`src/rtl/pcileech_com_rx_pack.sv`:
```
// COM RX packer: narrow RX words -> DW_IN*RATIO words with resync and init inject.
// Optional counters: define PCILEECH_COM_RX_PACK_STATS_EN.
module pcileech_com_rx_pack #(
    parameter int          DW_IN      = 32,
    parameter int          RATIO      = 2,
    parameter logic [31:0] SYNC_WORD  = 32'h66665555,
    parameter int          SYNC_CNT   = 2,
    parameter int          INIT_NUM   = 5,
    parameter int          INIT_DELAY = 16,
    localparam int         DW_OUT     = DW_IN * RATIO,
    localparam int         NI         = (INIT_NUM > 0) ? INIT_NUM : 1
) (
    input  logic                 clk,
    input  logic                 rst_n,
    input  logic [DW_IN-1:0]     din,
    input  logic                 din_valid,
    input  logic [NI*DW_OUT-1:0] init_words,
    output logic [DW_OUT-1:0]    dout,
    output logic                 dout_valid,
    input  logic                 dout_ready,
    output logic                 sync_event,
    output logic                 overflow,
    output logic [31:0]          stat_words,
    output logic [15:0]          stat_syncs,
    output logic [15:0]          stat_drops
);

    localparam int LW = (RATIO > 1) ? $clog2(RATIO) : 1;
    localparam int RW = $clog2(SYNC_CNT + 1);
    localparam int TW = (INIT_DELAY > 1) ? $clog2(INIT_DELAY + 1) : 1;
    localparam int XW = (NI > 1) ? $clog2(NI) : 1;

    localparam logic [DW_IN-1:0] SYNC_W    = DW_IN'(SYNC_WORD);
    localparam logic [LW-1:0]    LANE_LAST = LW'(RATIO - 1);
    localparam logic [RW-1:0]    RUN_LAST  = RW'(SYNC_CNT - 1);
    localparam logic [TW-1:0]    TICK_LAST = TW'(INIT_DELAY - 1);
    localparam logic [XW-1:0]    IDX_LAST  = XW'(NI - 1);

    typedef enum logic [1:0] {
        S_WAIT,
        S_INIT,
        S_RUN
    } state_t;

    state_t              r_state;
    logic [TW-1:0]       r_tick;
    logic [XW-1:0]       r_idx;
    logic [LW-1:0]       r_lane;
    logic [RW-1:0]       r_run;
    logic [DW_OUT-1:0]   r_acc;
    logic [DW_OUT-1:0]   r_buf0;
    logic [DW_OUT-1:0]   r_buf1;
    logic [1:0]          r_cnt;
    logic                r_sync;
    logic                r_ovf;

    logic                w_run_in;
    logic                w_match;
    logic                w_sync_hit;
    logic [DW_OUT-1:0]   w_word;
    logic                w_data_push;
    logic                w_init_push;
    logic                w_push;
    logic [DW_OUT-1:0]   w_pdata;
    logic                w_full;
    logic                w_pop;
    logic                w_space;
    logic                w_drop;
    logic [DW_OUT-1:0]   w_init [NI];

    for (genvar k = 0; k < NI; k++) begin : g_init
        assign w_init[k] = init_words[k*DW_OUT +: DW_OUT];
    end

    assign dout_valid  = (r_cnt != 2'd0);
    assign dout        = r_buf0;
    assign sync_event  = r_sync;
    assign overflow    = r_ovf;

    assign w_pop       = dout_valid & dout_ready;
    assign w_full      = (r_cnt == 2'd2);
    assign w_space     = ~w_full | w_pop;

    assign w_run_in    = (r_state == S_RUN) & din_valid;
    assign w_match     = (din == SYNC_W);
    assign w_sync_hit  = w_run_in & w_match & (r_run == RUN_LAST);
    assign w_word      = (r_acc << DW_IN) | DW_OUT'(din);
    assign w_data_push = w_run_in & ~w_sync_hit & (r_lane == LANE_LAST);

    // Init words wait for room, so they can never be dropped.
    assign w_init_push = (r_state == S_INIT) & w_space;
    assign w_push      = w_init_push | w_data_push;
    assign w_pdata     = (r_state == S_INIT) ? w_init[r_idx] : w_word;
    assign w_drop      = w_data_push & w_full & ~w_pop;

    // Start-up sequencing: delay, then inject init words, then run.
    always_ff @(posedge clk or negedge rst_n) begin
        if (!rst_n) begin
            r_state <= S_WAIT;
            r_tick  <= '0;
            r_idx   <= '0;
        end else begin
            unique case (r_state)
                S_WAIT: begin
                    if (r_tick == TICK_LAST) begin
                        r_state <= (INIT_NUM == 0) ? S_RUN : S_INIT;
                    end else begin
                        r_tick <= r_tick + TW'(1);
                    end
                end
                S_INIT: begin
                    if (w_init_push) begin
                        if (r_idx == IDX_LAST) begin
                            r_state <= S_RUN;
                        end else begin
                            r_idx <= r_idx + XW'(1);
                        end
                    end
                end
                S_RUN: begin
                    r_state <= S_RUN;
                end
                default: begin
                    r_state <= S_WAIT;
                end
            endcase
        end
    end

    // Lane packing and sync-run tracking; a resync drops the partial word.
    always_ff @(posedge clk or negedge rst_n) begin
        if (!rst_n) begin
            r_acc  <= '0;
            r_lane <= '0;
            r_run  <= '0;
            r_sync <= 1'b0;
        end else begin
            r_sync <= w_sync_hit;
            if (w_run_in) begin
                if (w_sync_hit) begin
                    r_lane <= '0;
                    r_run  <= '0;
                end else begin
                    r_acc  <= w_word;
                    r_lane <= (r_lane == LANE_LAST) ? '0 : r_lane + LW'(1);
                    r_run  <= w_match ? r_run + RW'(1) : '0;
                end
            end
        end
    end

    // Two-entry output buffer; r_buf0 is the head and drives dout.
    always_ff @(posedge clk or negedge rst_n) begin
        if (!rst_n) begin
            r_buf0 <= '0;
            r_buf1 <= '0;
            r_cnt  <= 2'd0;
            r_ovf  <= 1'b0;
        end else begin
            unique case (r_cnt)
                2'd0: begin
                    if (w_push) begin
                        r_buf0 <= w_pdata;
                        r_cnt  <= 2'd1;
                    end
                end
                2'd1: begin
                    if (w_push && w_pop) begin
                        r_buf0 <= w_pdata;
                    end else if (w_pop) begin
                        r_cnt <= 2'd0;
                    end else if (w_push) begin
                        r_buf1 <= w_pdata;
                        r_cnt  <= 2'd2;
                    end
                end
                2'd2: begin
                    if (w_pop) begin
                        r_buf0 <= r_buf1;
                        if (w_push) begin
                            r_buf1 <= w_pdata;
                        end else begin
                            r_cnt <= 2'd1;
                        end
                    end
                end
                default: begin
                    r_cnt <= 2'd0;
                end
            endcase
            if (w_drop) begin
                r_ovf <= 1'b1;
            end
        end
    end

`ifdef PCILEECH_COM_RX_PACK_STATS_EN
    logic [31:0] r_st_words;
    logic [15:0] r_st_syncs;
    logic [15:0] r_st_drops;

    assign stat_words = r_st_words;
    assign stat_syncs = r_st_syncs;
    assign stat_drops = r_st_drops;

    // Saturating event counters.
    always_ff @(posedge clk or negedge rst_n) begin
        if (!rst_n) begin
            r_st_words <= '0;
            r_st_syncs <= '0;
            r_st_drops <= '0;
        end else begin
            if (w_pop && (r_st_words != '1)) begin
                r_st_words <= r_st_words + 32'd1;
            end
            if (w_sync_hit && (r_st_syncs != '1)) begin
                r_st_syncs <= r_st_syncs + 16'd1;
            end
            if (w_drop && (r_st_drops != '1)) begin
                r_st_drops <= r_st_drops + 16'd1;
            end
        end
    end
`else
    assign stat_words = 32'd0;
    assign stat_syncs = 16'd0;
    assign stat_drops = 16'd0;
`endif

endmodule

```
`config.mk`:
```
export PLATFORM = sky130hd
export DESIGN_NAME = pcileech_com_rx_pack
export DESIGN_NICKNAME = d
export VERILOG_FILES = /design/src/rtl/pcileech_com_rx_pack.sv
export SDC_FILE = /design/constraint.sdc
export NUM_CORES = 1
export LEC_CHECK = 0
export ABC_AREA = 1
export BUFFER_PORTS_ARGS = -buffer_cell sky130_fd_sc_hd__buf_2
export CAP_MARGIN = 20
export CORE_AREA = 5 5 184 186
export CTS_BUF_LIST = sky130_fd_sc_hd__clkbuf_8
export CTS_CLUSTER_DIAMETER = 120
export DETAILED_ROUTE_END_ITERATION = 6
export DIE_AREA = 0 0 189 191
export MAX_ROUTING_LAYER = met4
export PLACE_DENSITY = 0.64
export SYNTH_ARGS = -nofsm -noshare
export SYNTH_HDL_FRONTEND = slang
export SYNTH_SLANG_ARGS = --single-unit
```
`constraint.sdc`:
```
create_clock -name clk -period 2.1 [get_ports clk]
set_input_delay 0.21 -clock clk [delete_from_list [all_inputs] [get_ports clk]]
set_output_delay 0.21 -clock clk [all_outputs]
set_load 0.01 [all_outputs]
```
==> impl_metrics.csv <==
group,metric,value,unit
outcome,outcome,"complete, no violations",
route,drtIter0Drc,784,
synthesis,yosys_warnings,0,
route,drc,0,
setup_path,rr_startpoint,"r_state[0]",
die,die_h,191,um
timing,rsz0062_at_grt,"yes",
setup_path,crit_buf_inv,5,
synthesis,synth_top_area_share,37.7,%
die,coreArea,32100,um^2
placed_design,routabilityCongestion,0.902,
power_and_ir_drop,p_total,0.0131,W
global_route,grt-ovfl-total,0,
clocking,tritoncts,"yes",
synthesis,ys_seq_elements,177,
clocking,clock_latency,0.48,ns
route,routed_wl,48.2,mm
clocking,clock_path_buffers,2,
timing,fin_crit,2.04,ns
route,antenna_left,0,
timing,finalSetupViolCount,0,
synthesis,synthTopCellsByArea,"dfrtp_1, o21ai_0, nand2_1",
synthesis,syn_area_per_cell,7.18,um^2
layout,drive_gt1_share,32.9,%
power_and_ir_drop,leakage,7.88,nW
die,initial_core_util,36.6,%
setup_path,critPathKind,"reg2reg",
die,rows,66,
setup_path,cp-startpoint,"r_state[0]",
timing,hold_violations,0,
setup_path,startpoint_type,"flop",
synthesis,ys_seq_area_share,37.7,%
layout,fin_nets,2421,
timing,maxSlewHeadroom,59.0,%
clocking,path_clk_slew,0.11,ns
setup_path,critPathCaptureType,"flop",
flow_run,drv_cap,0,
power_and_ir_drop,power.density,852,nW/um^2
route,dr_total_vias,12600,
global_route,grt_pass1_vias,12000,
die,io_pins,487,
timing,fmax,0.490,GHz
layout,area_growth_syn_to_layout,31.2,%
synthesis,synth_area,11700,um^2
power_and_ir_drop,ir_worst_vdd,0.516,mV
global_route,grt_first_pass_wirelength,67.4,mm
setup_path,reg2reg_to,"dout[38]",
die,die_area,36100,um^2
setup_path,crit_chain,"inv_2 -> ha_4 -> nand2_4 -> inv_2 -> nand4_1 -> nor2_2 -> nand3_2 -> nand2_4 -> nand2_4 -> nand2_2 -> a22oi_2 -> buf_6 -> buf_12 -> clkbuf_16 -> nand2_2 -> o21ai_1",
layout,final_area,15400,um^2
clocking,cts.sinks,177,
timing,min_period_over_period,97.2,%
route,dr.pass1.iters,5,
clocking,cts_buffers,17,
setup_path,r2r_cells,16,
timing,worstMarginPinSlew,0.609,ns
global_route,antenna_found_initial,4,
placed_design,place_hpwl,35.5,mm
setup_path,max_stage_delay,0.40,ns
setup_path,path_max_fanout,8,
setup_path,worstPathArrival,2.39,ns
setup_path,cp.required,2.45,ns
global_route,grt_start_max_net_pins,109,
placed_design,port_buffers,422,
setup_path,r2r_setup_slack,0.06,ns
synthesis,yosysTopAreaCell,"dfrtp_1",
die,die_x,189,um
route,via_per_inst,5.07,
clocking,htreeDepth,4,
setup_path,critPathTopFamily,"simple AND/OR/NAND/NOR gates",
global_route,grt_usage,24.7,%
setup_path,crit_end,"dout[38]",
clocking,root_buffer,"clkbuf_8",
timing,slew_viol_final,0,
placed_design,dpl-instance-area,14300,um^2
synthesis,syn_inst,1636,
setup_path,cp_slowest_cell,"dfrtp_1",
setup_path,cp_common_cell,"nand2_4",
hold_path,hp-class,"in2reg",
synthesis,synth_cell_types,36,
setup_path,cp.depth,16,
route,wl_per_cell,19.4,um
timing,clock_skew,0.0203,ns
layout,fill_cells,3270,
where the power goes:
group          internal, W  total (W)  switching [W]  leakage (nW)
clock             0.000977    0.00239        0.00142         0.189
sequential         0.00463    0.00523       0.000600          2.11
combinational      0.00233    0.00550        0.00317          5.58
worst min-delay path, cell delays in order:
cell and delay, ns:
buf_2 0.10, inv_1 0.08, o21ai_0 0.09
how the worst min path moves through the flow:
stage / to / slack [ns] / cells past startpoint / from
global route: r_acc[16] / 0.04 / 3 / din[16]
CTS: r_acc[16] / 0.02 / 3 / din[16]
detailed placement: dout[62] / 0.20 / 1 / rst_n
finish: r_acc[16] / 0.04 / 3 / din[16]
floorplan: dout[0] / -0.09 / 0 / rst_n
global placement: dout[0] / 0.19 / 1 / rst_n
what timing repair did:
action                                  CTS  global route
pin swaps                                 0            12
hold buffers                              1             0
hold endpoints to repair                 40             0
resized for setup                         5            56
endpoints found under the setup margin    8           126
cloned                                    1            17
buffers inserted                          0            13
synth_stat cells:
| library cell | count |
|---|---|
| nand2_1 | 269 |
| nor2_1 | 233 |
| o21ai_0 | 226 |
| inv_1 | 178 |
| dfrtp_1 | 177 |
| a21oi_1 | 141 |
| buf_4 | 71 |
| o22ai_1 | 64 |
| o21ai_1 | 48 |
| clkbuf_1 | 43 |
| buf_2 | 37 |
| a22oi_2 | 33 |
| o21ai_2 | 28 |
| buf_6 | 24 |
| a21oi_2 | 12 |
| ha_1 | 8 |
| buf_1 | 6 |
| nand3_1 | 6 |
| nand4_1 | 6 |
| inv_2 | 4 |
| nor2_2 | 3 |
| xor2_1 | 3 |
| nand2_2 | 2 |
| xnor2_1 | 2 |
| and3_1 | 1 |
| clkbuf_2 | 1 |
| clkinv_1 | 1 |
| conb_1 | 1 |
| nand3_2 | 1 |
| nor3_1 | 1 |
| nor3_2 | 1 |
| nor3_4 | 1 |
| nor4_1 | 1 |
| o21bai_1 | 1 |
| o31ai_1 | 1 |
| o32ai_1 | 1 |
layout by cell type, fill, tap and decap left out, drive strengths merged:
cell type,count
nand4,6
bufbuf,1
nor3,3
clkinvlp,4
nand3,7
dlygate4sd3,1
o22ai,64
clkbuf,32
conb,64
dfrtp,177
xnor2,2
buf,504
diode,4
xor2,3
nand2,271
o21bai,1
a21oi,153
bufinv,1
and3,1
nor2,236
a22oi,33
o21ai,302
clkinv,5
o32ai,1
ha,8
nor4,1
o31ai,1
inv,188
sequential cells by signal (all words and copies together) (netlist names):
| name | count |
|---|---|
| r_idx | 3 |
| overflow | 1 |
| sync_event | 1 |
| r_run | 2 |
| r_buf1 | 64 |
| r_tick | 5 |
| r_state | 2 |
| dout | 64 |
| r_cnt | 2 |
| r_lane | 1 |
| r_acc | 32 |
per-layer routing:
layer  share of wire [%]  global-route usage (%)
met5                   0                       -
met4                 2.5                    7.60
met3                 7.1                    4.86
met2                  49                    41.7
met1                  41                    30.1
logic make-up (layout without fill, tap and decap cells):
group / after synthesis / in the layout / synth area share (%)
XOR/XNOR: 5 / 5 / 0.373
AO/OA/AOI/OAI: 555 / 555 / 27.8
other: 1 / 68 / 0.0319
buffers and inverters: 365 / 736 / 15.9
adder cells (fa/ha/maj): 8 / 8 / 0.852
AND/OR/NAND/NOR: 525 / 525 / 17.3
flip-flops: 177 / 177 / 37.7
cell type report:
cell class | count | area [um^2] | area share (%)
clock inverter | 15 | 154 | 0.999
antenna | 4 | 10.0 | 0.0650
sequential | 177 | 4430 | 28.8
inverter | 183 | 703 | 4.56
clock buffer | 17 | 234 | 1.52
timing repair buffer | 521 | 3510 | 22.8
tap | 408 | 510 | 3.31
multi-input combinational | 1157 | 5850 | 38.0
per-stage QoR:
| step | util [%] | std cells | setup WS (ns) | TNS (ns) | hold WS [ns] |
|---|---|---|---|---|---|
| 6_report | 48.0 | 2482 | 0.0593 | 0 | 0.0421 |
| 5_1_grt | 48.0 | 2482 | -0.0299 | -0.525 | 0.0360 |
| 4_1_cts | 45.8 | 2448 | 0.00223 | 0 | 0.0183 |
| 3_5_place_dp | 44.4 | 2414 | -0.108 | -0.203 | 0.201 |
| 3_3_place_gp | 44.4 | 2414 | -0.0843 | -0.135 | 0.191 |
| 2_1_floorplan | - | 1699 | 0.232 | 0 | -0.0856 |
Power figures use the tool's default switching activity.
